===== config.mk =====
export PLATFORM = sky130hd
export DESIGN_NAME = axi_rd_arb_2to1
export DESIGN_NICKNAME = d
export VERILOG_FILES = /design/src/rtl/axi_rd_arb_2to1.sv
export SDC_FILE = /design/constraint.sdc
export NUM_CORES = 1
export LEC_CHECK = 0
export CORE_AREA = 2 2 683 685
export CTS_BUF_LIST = sky130_fd_sc_hd__clkbuf_8
export CTS_CLUSTER_SIZE = 24
export DETAILED_ROUTE_END_ITERATION = 10
export DIE_AREA = 0 0 685 687
export GPL_TIMING_DRIVEN = 0
export PLACE_DENSITY = 0.3
export SLEW_MARGIN = 20
export SYNTH_ARGS = -nofsm -noshare
export SYNTH_HDL_FRONTEND = slang
export SYNTH_SLANG_ARGS = --single-unit
export TNS_END_PERCENT = 5

===== constraint.sdc =====
create_clock -name clk -period 2.33 [get_ports clk]
set_input_delay 0.233 -clock clk [delete_from_list [all_inputs] [get_ports clk]]
set_output_delay 0.233 -clock clk [all_outputs]
set_load 0.005 [all_outputs]

===== src/rtl/axi_rd_arb_2to1.sv =====
// axi_rd_arb_2to1: two-client AXI4 read arbiter, round-robin on AR, R steered back via an order FIFO.
// Define AXI_RD_ARB_FIXED_PRIO_EN to give s00 fixed priority instead of round-robin.
module axi_rd_arb_2to1 #(
    parameter int C_M_AXI_ID_WIDTH   = 4,
    parameter int C_M_AXI_ADDR_WIDTH = 64,
    parameter int C_M_AXI_DATA_WIDTH = 512,
    parameter int C_MAX_OUTSTANDING  = 8
) (
    input  logic                          clk,
    input  logic                          rst,
    input  logic                          i_s00_arvalid,
    output logic                          o_s00_arready,
    input  logic [C_M_AXI_ADDR_WIDTH-1:0] i_s00_araddr,
    input  logic [7:0]                    i_s00_arlen,
    output logic                          o_s00_rvalid,
    input  logic                          i_s00_rready,
    output logic [C_M_AXI_DATA_WIDTH-1:0] o_s00_rdata,
    output logic                          o_s00_rlast,
    input  logic                          i_s01_arvalid,
    output logic                          o_s01_arready,
    input  logic [C_M_AXI_ADDR_WIDTH-1:0] i_s01_araddr,
    input  logic [7:0]                    i_s01_arlen,
    output logic                          o_s01_rvalid,
    input  logic                          i_s01_rready,
    output logic [C_M_AXI_DATA_WIDTH-1:0] o_s01_rdata,
    output logic                          o_s01_rlast,
    output logic                          o_m_arvalid,
    input  logic                          i_m_arready,
    output logic [C_M_AXI_ADDR_WIDTH-1:0] o_m_araddr,
    output logic [7:0]                    o_m_arlen,
    output logic [1:0]                    o_m_arburst,
    output logic [2:0]                    o_m_arsize,
    output logic [C_M_AXI_ID_WIDTH-1:0]   o_m_arid,
    input  logic                          i_m_rvalid,
    output logic                          o_m_rready,
    input  logic [C_M_AXI_DATA_WIDTH-1:0] i_m_rdata,
    input  logic                          i_m_rlast
);
    localparam int PW = $clog2(C_MAX_OUTSTANDING);
    localparam int CW = $clog2(C_MAX_OUTSTANDING + 1);

    typedef enum logic {ARB_IDLE, ARB_ISSUE} state_t;

    state_t          r_state;
    logic            r_gnt;
    logic            r_fifo [C_MAX_OUTSTANDING];
    logic [PW-1:0]   r_wr;
    logic [PW-1:0]   r_rd;
    logic [CW-1:0]   r_cnt;

    logic w_any, w_full, w_pick, w_push, w_pop, w_ne, w_head;

    assign w_any  = i_s00_arvalid | i_s01_arvalid;
    assign w_full = r_cnt == CW'(C_MAX_OUTSTANDING);
    assign w_push = (r_state == ARB_ISSUE) & i_m_arready;
    assign w_ne   = r_cnt != '0;
    assign w_head = r_fifo[r_rd];
    assign w_pop  = i_m_rvalid & o_m_rready & i_m_rlast;

`ifdef AXI_RD_ARB_FIXED_PRIO_EN
    assign w_pick = ~i_s00_arvalid;
`else
    logic r_prio;
    assign w_pick = (i_s00_arvalid & i_s01_arvalid) ? r_prio : i_s01_arvalid;
`endif

    always_ff @(posedge clk) begin
        if (rst) begin
            r_state <= ARB_IDLE;
            r_gnt   <= 1'b0;
            r_wr    <= '0;
            r_rd    <= '0;
            r_cnt   <= '0;
`ifndef AXI_RD_ARB_FIXED_PRIO_EN
            r_prio  <= 1'b0;
`endif
        end else begin
            if (r_state == ARB_IDLE) begin
                if (w_any && !w_full) begin
                    r_gnt   <= w_pick;
                    r_state <= ARB_ISSUE;
                end
            end else if (i_m_arready) begin
                r_state <= ARB_IDLE;
`ifndef AXI_RD_ARB_FIXED_PRIO_EN
                r_prio  <= ~r_gnt;
`endif
            end
            if (w_push) begin
                r_fifo[r_wr] <= r_gnt;
                r_wr         <= r_wr + 1'b1;
            end
            if (w_pop)
                r_rd <= r_rd + 1'b1;
            r_cnt <= r_cnt + CW'(w_push) - CW'(w_pop);
        end
    end

    assign o_m_arvalid   = r_state == ARB_ISSUE;
    assign o_m_araddr    = r_gnt ? i_s01_araddr : i_s00_araddr;
    assign o_m_arlen     = r_gnt ? i_s01_arlen : i_s00_arlen;
    assign o_m_arburst   = 2'b01;
    assign o_m_arsize    = 3'($clog2(C_M_AXI_DATA_WIDTH / 8));
    assign o_m_arid      = '0;
    assign o_s00_arready = o_m_arvalid & ~r_gnt & i_m_arready;
    assign o_s01_arready = o_m_arvalid & r_gnt & i_m_arready;

    // Beats with no recorded owner are refused by holding rready low.
    assign o_m_rready   = w_ne & (w_head ? i_s01_rready : i_s00_rready);
    assign o_s00_rvalid = w_ne & ~w_head & i_m_rvalid;
    assign o_s01_rvalid = w_ne & w_head & i_m_rvalid;
    assign o_s00_rdata  = i_m_rdata;
    assign o_s01_rdata  = i_m_rdata;
    assign o_s00_rlast  = i_m_rlast;
    assign o_s01_rlast  = i_m_rlast;
endmodule


# Word-level counts from Yosys, hierarchy flattened
# Memories as Yosys holds them, arrays and structs flattened. A register that Yosys moved wholly into a read port is not among the register bits.
# Index checks and enable logic that the tools add are counted.
[op_classes]
addsub = 4
eq_ne = 1
mux = 12
bitwise_logic = 17
n_reduce_logical = 5
[ops]
columns = ["op", "count"]
rows = [
  ["64-bit 2-to-1 mux", 1],
  ["1-bit bitwise AND", 13],
  ["1-bit 2-to-1 mux", 8],
  ["8-bit 2-to-1 mux", 1],
  ["3-bit by 1-bit adder with 3-bit output (second input constant)", 2],
  ["3-bit 2-to-1 mux", 2],
  ["4-bit by 1-bit adder with 4-bit output", 1],
  ["4-bit equality test (second input constant)", 1],
  ["2-bit AND reduction", 2],
  ["4-bit nonzero test", 1],
  ["4-bit by 1-bit subtractor with 4-bit output", 1],
  ["1-bit inverter", 3],
  ["1-bit logical AND", 1],
  ["1-bit logical NOT", 1],
  ["1-bit OR", 1],
]
[totals]
reg_bits = 13
mem_bits_rw = 8
inputBits = 665
out_inout_bits = 1113
elab_cells = 46
memories = 1
[memory_table]
columns = ["memory", "words", "width", "read_ports", "rd_ports_with_merged_regs", "write_ports", "line_no", "source"]
rows = [
  ["r_fifo", 8, 1, 1, 1, 1, "46", "logic r_fifo [C_MAX_OUTSTANDING];"],
]

# Logic depth before layout (Yosys ltp)
[logic_depth]
word_depth = 6
depth_mapped = 11
depth_no_buf = 11

# Worst setup path before layout
# OpenSTA, ideal clock, no wires.
[synth_timing]
path_type = "register -> register"
startpoint = "register with a tool-made name"
endpoint = "register r_cnt[2]"
setup_ps = 128
arrival_time_ps = 2276
required_time_ps = 2202
setup_slack_ps = -74
stages_incl_launch_ff = 11
n_path_buf = 1
synth_period_minus_slack_ps = 2404
path_cell_list = "dfxtp_1 buf_6 mux2i_1 mux4_2 mux2i_4 xnor2_1 ha_1 inv_1 fa_1 xor2_1 nor2_1"
[synth_lines]
columns = ["item", "line_no", "source"]
rows = [
  ["end signal: assignment", "95", "r_cnt <= r_cnt + CW'(w_push) - CW'(w_pop);"],
  ["end: declaration", "49", "logic [CW-1:0] r_cnt;"],
]

==> impl_metrics.env <==
export IMPL_vias=13100
export IMPL_fin_skew_ps=3.29
export IMPL_rsz0062_at_grt="yes"
export IMPL_end_kind="flip-flop"
export IMPL_drtIter0Drc=624
export IMPL_vdd_drop_max_mv=0.224
export IMPL_yosys_most_used_dff="dfxtp_1"
export IMPL_drive_gt1_frac=0.429
export IMPL_synth_top_family_by_area="buffers and inverters"
export IMPL_areaGrowthSynthToFinish_pct=211
export IMPL_yosys_area_share_adder=0.0109
export IMPL_yosys_warnings=0
export IMPL_hp_class="flip-flop to flip-flop"
export IMPL_cts_buffer_depth=2
export IMPL_row_count=250
export IMPL_synth_edf_count=8
export IMPL_relSlewSlack=0.316
export IMPL_coreArea_mm2=0.463
export IMPL_tightestPinTransition_ps=1020
export IMPL_drv_slew=0
export IMPL_die_h_um=687
export IMPL_synthSimpleGateAreaFrac=0.0253
export IMPL_startpoint_type="flip-flop"
export IMPL_numPortBuffers=1256
export IMPL_wirelength_um=276000
export IMPL_synthTopCellsByCount="buf_4, mux2_1, dfxtp_1"
export IMPL_fin_area_mm2=0.0306
export IMPL_synthTopCellsByArea="buf_4, mux2_1, dfxtp_1"
export IMPL_root_buffer="clkbuf_8"
export IMPL_seq_area_frac_synth=0.0569
export IMPL_clock_latency_ps=270
export IMPL_nNetsFinal=3181
export IMPL_die_w_um=685
export IMPL_route_detailed_drc=0
export IMPL_gr_usage_all_layers=0.111
export IMPL_syn_area_mm2=0.00985
export IMPL_vias_per_cell=1.50
export IMPL_hold_depth=2
export IMPL_grt_overflow_total=0
export IMPL_postSynth_asyncResetShare=0
export IMPL_final_period_utilization=1.04
export IMPL_start_util=0.0213
export IMPL_setup_slack_ps=-97.8
export IMPL_die_area_mm2=0.471
export IMPL_cellPowerDensity_mw_per_mm2=233
export IMPL_dp_hpwl_um=269000
export IMPL_place_inst=8672
export IMPL_synth_cells=1235
export IMPL_synth_cell_types=33
export IMPL_setup_viol=4
export IMPL_worstSetupPathType="flip-flop to flip-flop"
export IMPL_synth_mux_area_frac=0.100
export IMPL_first_global_vias=13000
export IMPL_synth_compound_area_frac=0.00533
export IMPL_yosys_register_bits=24
export IMPL_synth_top_area_cell="buf_4"
export IMPL_syn_avg_cell_area_um2=7.98
export IMPL_post_place_ws_ps=-1080
export IMPL_cts_hold_buf=0
export IMPL_cp_slowest_stage_delay_ps=540
export IMPL_violations="setup timing"
export IMPL_clkTransAtPathRegs_ps=90
export IMPL_drt_pass1_iterations=5
export IMPL_clock_sinks=24
export IMPL_fmax_ghz=0.412
export IMPL_antenna_found_initial=91
export IMPL_routedWlPerCell_um=31.6
export IMPL_crit_fanout=4
export IMPL_cts_tree="yes"
export IMPL_ff2ff_path_depth=8
export IMPL_p_leak_nw=11.1
export IMPL_grt_max_degree=15
export IMPL_cp_cell_sequence="mux2i_2 > mux4_2 > mux2i_4 > xnor2_2 > ha_2 > inv_2 > fa_2 > nor2_1"
export IMPL_min_period_ps=2430
export IMPL_hold_violations=0
export IMPL_fin_cells=8723
export IMPL_arrival_ps=2580
export IMPL_ff2ff_setup_slack_ps=-100
export IMPL_worst_ep_required_time_ps=2480
export IMPL_gp_congestion=1.02
export IMPL_yosys_area_top_type_share=0.789
export IMPL_placed_cell_area_mm2=0.0302
export IMPL_status="complete, but fails checks"
export IMPL_synth_xor_area_frac=0.00445
export IMPL_grt_pass1_wl_um=303000
export IMPL_synth_most_common_cell="buf_4"
export IMPL_cts_htree_levels=1
export IMPL_ios=1778
export IMPL_slowest_stage="mux4_2"
export IMPL_max_cap_violations=0
export IMPL_numCtsBuffers=3
export IMPL_ant_nets=0
export IMPL_nFillCells=54300
==> worst paths after layout <==
check	endpoint	from
setup / recovery	r_cnt[1]$_SDFF_PP0_	flip-flop
setup reg to reg	r_cnt[1]$_SDFF_PP0_	flip-flop
hold reg to reg	r_prio$_SDFFE_PP0P_	r_prio$_SDFFE_PP0P_
hold / removal	r_prio$_SDFFE_PP0P_	r_prio$_SDFFE_PP0P_
==> cell type report <==
class | instances | area, um^2 | area share
inverters | 4 | 15.0 | 0.000490
flip-flops and latches | 24 | 568 | 0.0185
repair buffers | 1262 | 12700 | 0.414
diodes | 42 | 105 | 0.00343
well taps | 6174 | 7720 | 0.252
plain buffers | 1047 | 7930 | 0.259
multi-input cells | 166 | 1520 | 0.0497
clock inverters | 1 | 30.0 | 0.000981
clock buffers | 3 | 41.3 | 0.00135
==> stage by stage <==
stage / util / hold WS (ps) / TNS [ps] / total power [mW]
4_1_cts: 0.0657 / 506 / -691 / 7.39
5_1_grt: 0.0661 / 546 / -826 / 7.63
3_5_place_dp: 0.0652 / 494 / -39680 / 6.89
3_3_place_gp: 0.0652 / 487 / -113070 / 6.92
2_1_floorplan: - / 380 / -132 / 2.42
6_report: 0.0662 / 496 / -295 / 7.13
==> power by group <==
part	internal (mW)	total (mW)	switching (mW)	leakage, nW
clock network	0.230	0.370	0.141	0.0360
logic	3.41	6.23	2.83	10.8
registers	0.476	0.526	0.0501	0.206
total	4.11	7.13	3.02	11.1
==> timing repair <==
item	CTS	global route
endpoints found under the setup margin	80	39
setup buffers	4	2
pin swaps	6	3
resized for setup	66	32
endpoints found under the hold margin	0	0
==> worst max-delay path, delay by kind of cell, from the launching register on <==
| family | cells | cell delay [ps] |
|---|---|---|
| mux | 3 | 980 |
| fa+ha+maj | 2 | 720 |
| flops | 1 | 380 |
| xor+xnor | 1 | 150 |
| buf+inv | 1 | 40 |
| simple gates | 1 | 30 |
==> metal layers <==
layer,share of wire,vias up,track usage
met5,0.0019,-,0.00224
met4,0.020,58,0.0161
met3,0.22,202,0.110
met2,0.44,1163,0.176
met1,0.32,6292,0.104
li1,-,5372,-
==> cell families after synthesis <==
kind of cell / Yosys count
simple gates: 49
fa+ha+maj: 8
other cells: 2
xor+xnor: 5
mux: 86
compound gates: 9
buf+inv: 1052
flops: 24
==> placed cells by master, fill, tap and decap left out, types with 2 or more instances in the layout <==
cell type	instances
clkbuf_8	3
a21oi_2	2
xnor2_1	2
mux2_4	3
and2_1	3
nand2_1	7
xor2_1	2
buf_12	3
clkdlybuf4s50_1	1212
nand2b_1	5
edfxtp_1	8
dfxtp_4	2
nor4_1	2
ha_1	6
dlymetal6s2s_1	25
nand4_1	2
a21oi_1	4
inv_1	3
diode_2	42
conb_1	9
dlygate4sd2_1	16
mux2i_2	2
mux2i_1	6
nand3_1	3
clkbuf_16	4
clkbuf_1	4
buf_4	1039
nor2b_1	4
dfxtp_1	14
nor3_1	4
nor2_1	13
mux2_1	72
No activity file was read; power rests on OpenSTA's default activity.
